===== src/rtl/int_ctrl.sv =====
// rtl/int_ctrl.sv - fixed-priority interrupt controller with mask/mode/pending registers and IDLE/REQ/SERV handshake
module int_ctrl #(
    parameter int NSRC     = 6,
    parameter bit EOI_AUTO = 1'b0
) (
    input  logic            clk,
    input  logic            reset,
    input  logic [NSRC-1:0] irq_in,
    input  logic [1:0]      reg_addr,
    input  logic            reg_we,
    input  logic [31:0]     reg_wd,
    output logic [31:0]     reg_rd,
    output logic            int_req,
    output logic [2:0]      int_id,
    input  logic            int_ack
);

    typedef enum logic [1:0] {
        IDLE = 2'd0,
        REQ  = 2'd1,
        SERV = 2'd2
    } state_t;

    state_t          state, state_next;
    logic [NSRC-1:0] mask, mode, pend, prev;
    logic [NSRC-1:0] pend_next, elig, id_onehot, clr;
    logic [2:0]      winner;
    logic            load_id, ack_take, id_elig;
    logic            wr_mask, wr_mode, wr_pend, wr_eoi;
    logic            unused_wd;

    assign unused_wd = ^reg_wd[31:NSRC];

    assign wr_mask  = reg_we && (reg_addr == 2'd0);
    assign wr_mode  = reg_we && (reg_addr == 2'd1);
    assign wr_pend  = reg_we && (reg_addr == 2'd2);
    assign wr_eoi   = reg_we && (reg_addr == 2'd3);
    assign ack_take = int_ack && (state == REQ);
    assign elig     = pend & mask;
    assign id_elig  = |(elig & id_onehot);
    assign int_req  = (state == REQ);

    always_comb begin
        winner = 3'd0;
        for (int i = NSRC - 1; i >= 0; i--) begin
            if (elig[i]) winner = 3'(i);
        end
        for (int i = 0; i < NSRC; i++) begin
            id_onehot[i] = (int_id == 3'(i));
        end
    end

    // Edge bits: a fresh rising edge beats any clear (W1C or ack) in the same cycle.
    always_comb begin
        clr = (wr_pend ? reg_wd[NSRC-1:0] : '0) | (ack_take ? id_onehot : '0);
        for (int i = 0; i < NSRC; i++) begin
            if (mode[i]) pend_next[i] = (irq_in[i] & ~prev[i]) | (pend[i] & ~clr[i]);
            else         pend_next[i] = irq_in[i];
        end
    end

    always_comb begin
        state_next = state;
        load_id    = 1'b0;
        case (state)
            IDLE: begin
                if (|elig) begin
                    state_next = REQ;
                    load_id    = 1'b1;
                end
            end
            REQ: begin
                if (int_ack)       state_next = EOI_AUTO ? IDLE : SERV;
                else if (!id_elig) state_next = IDLE;
            end
            SERV: begin
                if (wr_eoi) state_next = IDLE;
            end
            default: state_next = IDLE;
        endcase
    end

    always_ff @(posedge clk or posedge reset) begin
        if (reset) begin
            state  <= IDLE;
            int_id <= 3'd0;
        end else begin
            state <= state_next;
            if (load_id) int_id <= winner;
        end
    end

    always_ff @(posedge clk or posedge reset) begin
        if (reset) begin
            mask <= '0;
            mode <= '0;
            pend <= '0;
            prev <= '0;
        end else begin
            prev <= irq_in;
            pend <= pend_next;
            if (wr_mask) mask <= reg_wd[NSRC-1:0];
            if (wr_mode) mode <= reg_wd[NSRC-1:0];
        end
    end

    always_comb begin
        case (reg_addr)
            2'd0:    reg_rd = 32'(mask);
            2'd1:    reg_rd = 32'(mode);
            2'd2:    reg_rd = 32'(pend);
            default: reg_rd = {22'd0, state, 5'd0, int_id};
        endcase
    end

endmodule


===== config.mk =====
export PLATFORM = sky130hd
export DESIGN_NAME = int_ctrl
export DESIGN_NICKNAME = d
export VERILOG_FILES = /design/src/rtl/int_ctrl.sv
export SDC_FILE = /design/constraint.sdc
export NUM_CORES = 1
export LEC_CHECK = 0
export ABC_AREA = 1
export CAP_MARGIN = 20
export CORE_ASPECT_RATIO = 0.6
export CORE_MARGIN = 1.5
export CORE_UTILIZATION = 41
export DETAILED_ROUTE_END_ITERATION = 6
export GPL_ROUTABILITY_DRIVEN = 0
export PLACE_DENSITY = 0.83
export REMOVE_ABC_BUFFERS = 1
export SYNTH_ARGS = -nofsm -noshare
export SYNTH_HDL_FRONTEND = slang
export SYNTH_SLANG_ARGS = --single-unit
export TNS_END_PERCENT = 1

===== constraint.sdc =====
create_clock -name clk -period 1.5 [get_ports clk]
set_clock_uncertainty 0.05 [all_clocks]
set_input_delay 0.45 -clock clk [delete_from_list [all_inputs] [get_ports clk]]
set_output_delay 0.45 -clock clk [all_outputs]
set_load 0.01 [all_outputs]

# After elaboration in Yosys (flattened, before gate mapping)
# Cells that the tools add are included.
[word_totals]
latchBits = 0
input_bits = 44
wordCells = 85
mem_bits_ro = 0
output_inout_bits = 36
reg_bits = 29
mem_bits_rw = 0
mem_count = 0
[classes]
n_reduce_logical = 11
n_lt_le_gt_ge = 0
n_bitwise = 33
n_eq_ne = 13
addsub = 0
shift = 0
n_mul = 0
div_mod_pow = 0
n_mux = 22
[ops]
columns = ["cell", "n"]
rows = [
  ["$pmux 10 s3", 1],
  ["$mux 3", 6],
  ["$and 1x1->1", 12],
  ["$and 6x6->6", 2],
  ["$mux 6", 2],
  ["$not 1->1", 12],
  ["$reduce_or 6->1", 2],
  ["$mux 1", 8],
  ["$mux 2", 4],
  ["$eq 2x2->1 const B", 3],
  ["$eq 3x2->1 const B", 2],
  ["$eq 3x3->1 const B", 2],
  ["$or 1x1->1", 6],
  ["$or 6x6->6", 1],
  ["$pmux 2 s3", 1],
  ["$logic_and 1x1->1", 5],
  ["$eq 2x1->1 const B", 2],
  ["$logic_not 2->1", 2],
  ["$ne 2x2->1 const B", 2],
  ["$eq 3x1->1 const B", 1],
  ["$logic_not 3->1", 1],
  ["$ne 3x3->1 const B", 1],
  ["$reduce_and 3->1", 1],
]

# Depth between registers and ports, before layout
# Gate-level depths: netlist (run 1).
[depth]
word_depth = 8
depth_mapped = 9
mapped_depth_nobuf = 8

# Least setup slack after synthesis (run 1)
# OpenSTA, ideal clock, no wires.
[synth_timing]
path_type = "in2out"
startpoint = "input port reg_addr[1]"
endpoint = "output port reg_rd[1]"
t_arrival_ps = 929
n_path_buf = 0
path_stages = 7
path_slack_ps = 71
required_ps = 1000
path_cell_list = "inv_2 nand2_1 inv_2 nand2_1 nand2_1 a21oi_1 o21ai_0"
[synth_via]
elab_chain_len = 2
word_cells_on_any_way = 4
cone_classes = "eq/ne (2); mux (1); reduce/logical (1)"
[synth_lines]
columns = ["item", "line_no", "rtl"]
rows = [
  ["from (decl)", "9", "input logic [1:0] reg_addr,"],
  ["$eq 2x2->1, or another cell as far along", "108", "case (reg_addr)"],
  ["$pmux 10 s3 (*)", "108", ""],
  ["to (decl)", "12", "output logic [31:0] reg_rd,"],
]
# Mark *: on every way between the ends. The rest lies on a longest branch, timed or not.

# Worst setup path in the final report (run 1)
[layout_timing]
startpoint = "input port reg_addr[0]"
endpoint = "output port reg_rd[0]"
# The elaborated chain is that of the path after synthesis.

==> results of run 1 <==
sequential cells by signal (all words and copies together) (netlist names):
signal  count
state       2
pend        6
prev        6
mask        6
int_id      3
mode        6
worst max-delay path: stages:
cell and delay [ns]:
buf_12 0.12, nor2_4 0.16, buf_12 0.14, nand2_2 0.04, nand4_1 0.08, buf_2 0.14
cell usage in the layout (no fill, tap or decap):
| cell type | Yosys | final |
|---|---|---|
| a21boi_0 | 1 | 1 |
| a21oi_2 | 0 | 1 |
| buf_12 | 0 | 5 |
| buf_2 | 1 | 11 |
| buf_4 | 24 | 28 |
| buf_6 | 2 | 6 |
| clkbuf_1 | 0 | 1 |
| clkbuf_8 | 0 | 5 |
| clkdlybuf4s50_1 | 0 | 15 |
| clkinv_2 | 0 | 2 |
| conb_1 | 1 | 24 |
| dfrtp_1 | 29 | 29 |
| inv_1 | 19 | 18 |
| inv_2 | 4 | 3 |
| inv_4 | 0 | 1 |
| inv_8 | 0 | 1 |
| nand2_1 | 71 | 65 |
| nand2_2 | 3 | 8 |
| nand2_4 | 0 | 1 |
| nand3_1 | 17 | 16 |
| nand3_2 | 1 | 2 |
| nand4_1 | 2 | 2 |
| nor2_1 | 19 | 19 |
| nor2_2 | 2 | 1 |
| nor2_4 | 1 | 2 |
| nor3_1 | 1 | 1 |
| o2111ai_1 | 1 | 1 |
| o211ai_1 | 1 | 1 |
| o21ai_0 | 2 | 1 |
| o21ai_1 | 11 | 12 |
| o21ai_2 | 6 | 6 |
| o31ai_1 | 3 | 3 |
synth_stat cells:
cell | instances | area, µm²
inv_2 | 4 | 15.0
conb_1 | 1 | 3.75
nor2_4 | 1 | 11.3
nand3_2 | 1 | 10.0
nor3_1 | 1 | 5.00
dfrtp_1 | 29 | 726
nand2_2 | 3 | 18.8
nand2_1 | 71 | 267
nor2_2 | 2 | 12.5
nand4_1 | 2 | 12.5
o2111ai_1 | 1 | 8.76
o211ai_1 | 1 | 7.51
o21ai_1 | 11 | 55.1
nor2_1 | 19 | 71.3
buf_2 | 1 | 5.00
o21ai_0 | 2 | 10.0
a21boi_0 | 1 | 7.51
a21oi_1 | 1 | 5.00
nand3_1 | 17 | 85.1
inv_1 | 19 | 71.3
o21ai_2 | 6 | 52.6
o31ai_1 | 3 | 22.5
buf_6 | 2 | 22.5
buf_4 | 24 | 180
layer usage:
metal / track usage (%) / wire length, µm
met1: 28.3 / 2040
met2: 30.6 / 1830
met3: 4.72 / 292
met4: 8.87 / 65
met5: 0 / 0
cells by family after synthesis:
logic type / share of synthesized area (%)
AOI/OAI and AO/OA: 10.0
other: 0.223
DFF: 43.1
buffers and inverters: 17.4
and+or+nand+nor: 29.3
report_power, final:
group	total [W]	internal (W)	switching, W
logic	0.00119	0.000554	0.000637
registers	0.00102	0.000925	0.0000922
clock network	0.000631	0.000321	0.000311
total	0.00284	0.00180	0.00104
area by class of cell:
| cell class | count | share of cell area (%) |
|---|---|---|
| clock buffers | 6 | 3.11 |
| clock inverters | 2 | 0.429 |
| inverters | 23 | 4.13 |
| multi-input cells | 167 | 33.7 |
| flip-flops and latches | 29 | 31.1 |
| well taps | 47 | 2.52 |
| repair buffers | 65 | 25.0 |
metrics by stage:
stage	total power, W	worst slack, ns
finish	0.00284	-0.119
global route	0.00303	-0.162
CTS	0.00282	-0.124
detailed placement	0.00223	-1.04
global placement	0.00220	-1.03
floorplan	0.00157	0.0707
worst min-delay path by stage:
| stage | start | end | slack [ns] | depth (start not counted) |
|---|---|---|---|---|
| after CTS | reset | prev[0] | 0.45 | 3 |
| final | reset | prev[0] | 0.45 | 3 |
| after global placement | prev[0] | pend[0] | 0.43 | 3 |
| after global routing | reset | int_id[1] | 0.46 | 3 |
| after floorplan | prev[5] | pend[5] | 0.42 | 3 |
| after detailed placement | prev[5] | pend[5] | 0.45 | 3 |
repair_timing:
action / 4_1_cts / 5_1_grt
resized for setup: 80 / 6
setup endpoints to repair: 25 / 11
pin swaps: 4 / 2
==> results.yml, run 1 <==
clock_tree:
  cts_tree: "built"
  cts_max_path_buffers: 2
  clock_latency_ns: 0.29
  clock_sinks: 29
  cts_max_level: 2
  cts_setup_buffers: 0
  cts_root_buf: "clkbuf_8"
  cts_buffers: 5
  cts_hold_buf: 0
  path_clk_slew_ns: 0.06
global_routing:
  antenna_found_initial: 0
  grt_usage_pct: 20.4
  grt_remaining_overflow: 0
  grt_pass1_wl_um: 6750
  grt_start_max_net_pins: 30
  grt_pass1_vias: 1447
route:
  drc_errors: 0
  routed_via_density: 4.65
  wl_per_cell_um: 12.5
  vias: 1575
  drt_first_pass_iters: 4
  routed_wl_um: 4230
  postRouteAntennaNets: 0
  drt_iter0_drc: 118
layout:
  final_nets: 335
  fillerInstances: 348
  drive_gt1_share_pct: 28.4
  instances_no_fill: 339
  syn2layout_area_growth_pct: 38.4
  seq_area_um2: 726
  multi_input_area_um2: 786
  stdcell_area_um2: 2330
  post-route-util_pct: 61.3
  antenna_cells: 0
placement:
  portBuffers: 29
  hpwlAfterDp_um: 3180
  place_inst: 331
  place_area_um2: 2220
critical_path:
  critPathMaxFanout: 5
  regToRegSetupSlack_ns: 0.14
  rr_endpoint: "int_id[0]"
  timing.rr.start: "state[0]"
  arrival_ns: 1.12
  startpoint: "reg_addr[0]"
  critPathLaunchType: "input port"
  crit_type: "input port to primary output"
  critPathCaptureType: "primary output"
  crit_required_ns: 1.00
  reg2regPathDepth: 7
  worstSetupEndpoint: "reg_rd[0]"
synth:
  synth.distinct_cells: 24
  netlist_area_um2: 1690
  yosysSeqAreaShare_pct: 43.1
  synth.avg_cell_area_um2: 7.56
  ys_warn_count: 0
  postSynthCellCount: 223
  ys_ff_latch: 29
min_path:
  hold_class: "input port to async pin"
outcome:
  outcome: "finished with violations"
  violations: "negative setup slack"
sta:
  fin_crit_sh_pct: 108
  setup_viol: 6
  hold_violations: 0
  final.setup.tns_ns: -0.601
  rsz0062_at_grt: "true"
  finalWorstPathRequiredPeriod_ns: 1.62
  finalMaxSlewViolations: 0
  layout_setup_ws_ns: -0.119
  max_freq_ghz: 0.618
  holdWs_ns: 0.446
floorplan:
  core_area_um2: 3810
  ioPinCount: 80
  start_util_pct: 44.3
  dieArea_um2: 4520
  chipHeight_um: 52.7
  rows: 17
  die_w_um: 85.8
pwr:
  p_leak_nw: 1.25
  irDropWorstVdd_mv: 0.541
  power_density_nw_per_um2: 1220
flow_run:
  max-cap-violations: 0
Power figures use the tool's default switching activity.
==> run 2: changes to the inputs <==
Settings changed: CAP_MARGIN 20 to 15.
==> results of run 2 <==
Final layout, timing and power as in run 1 (identical DEF).
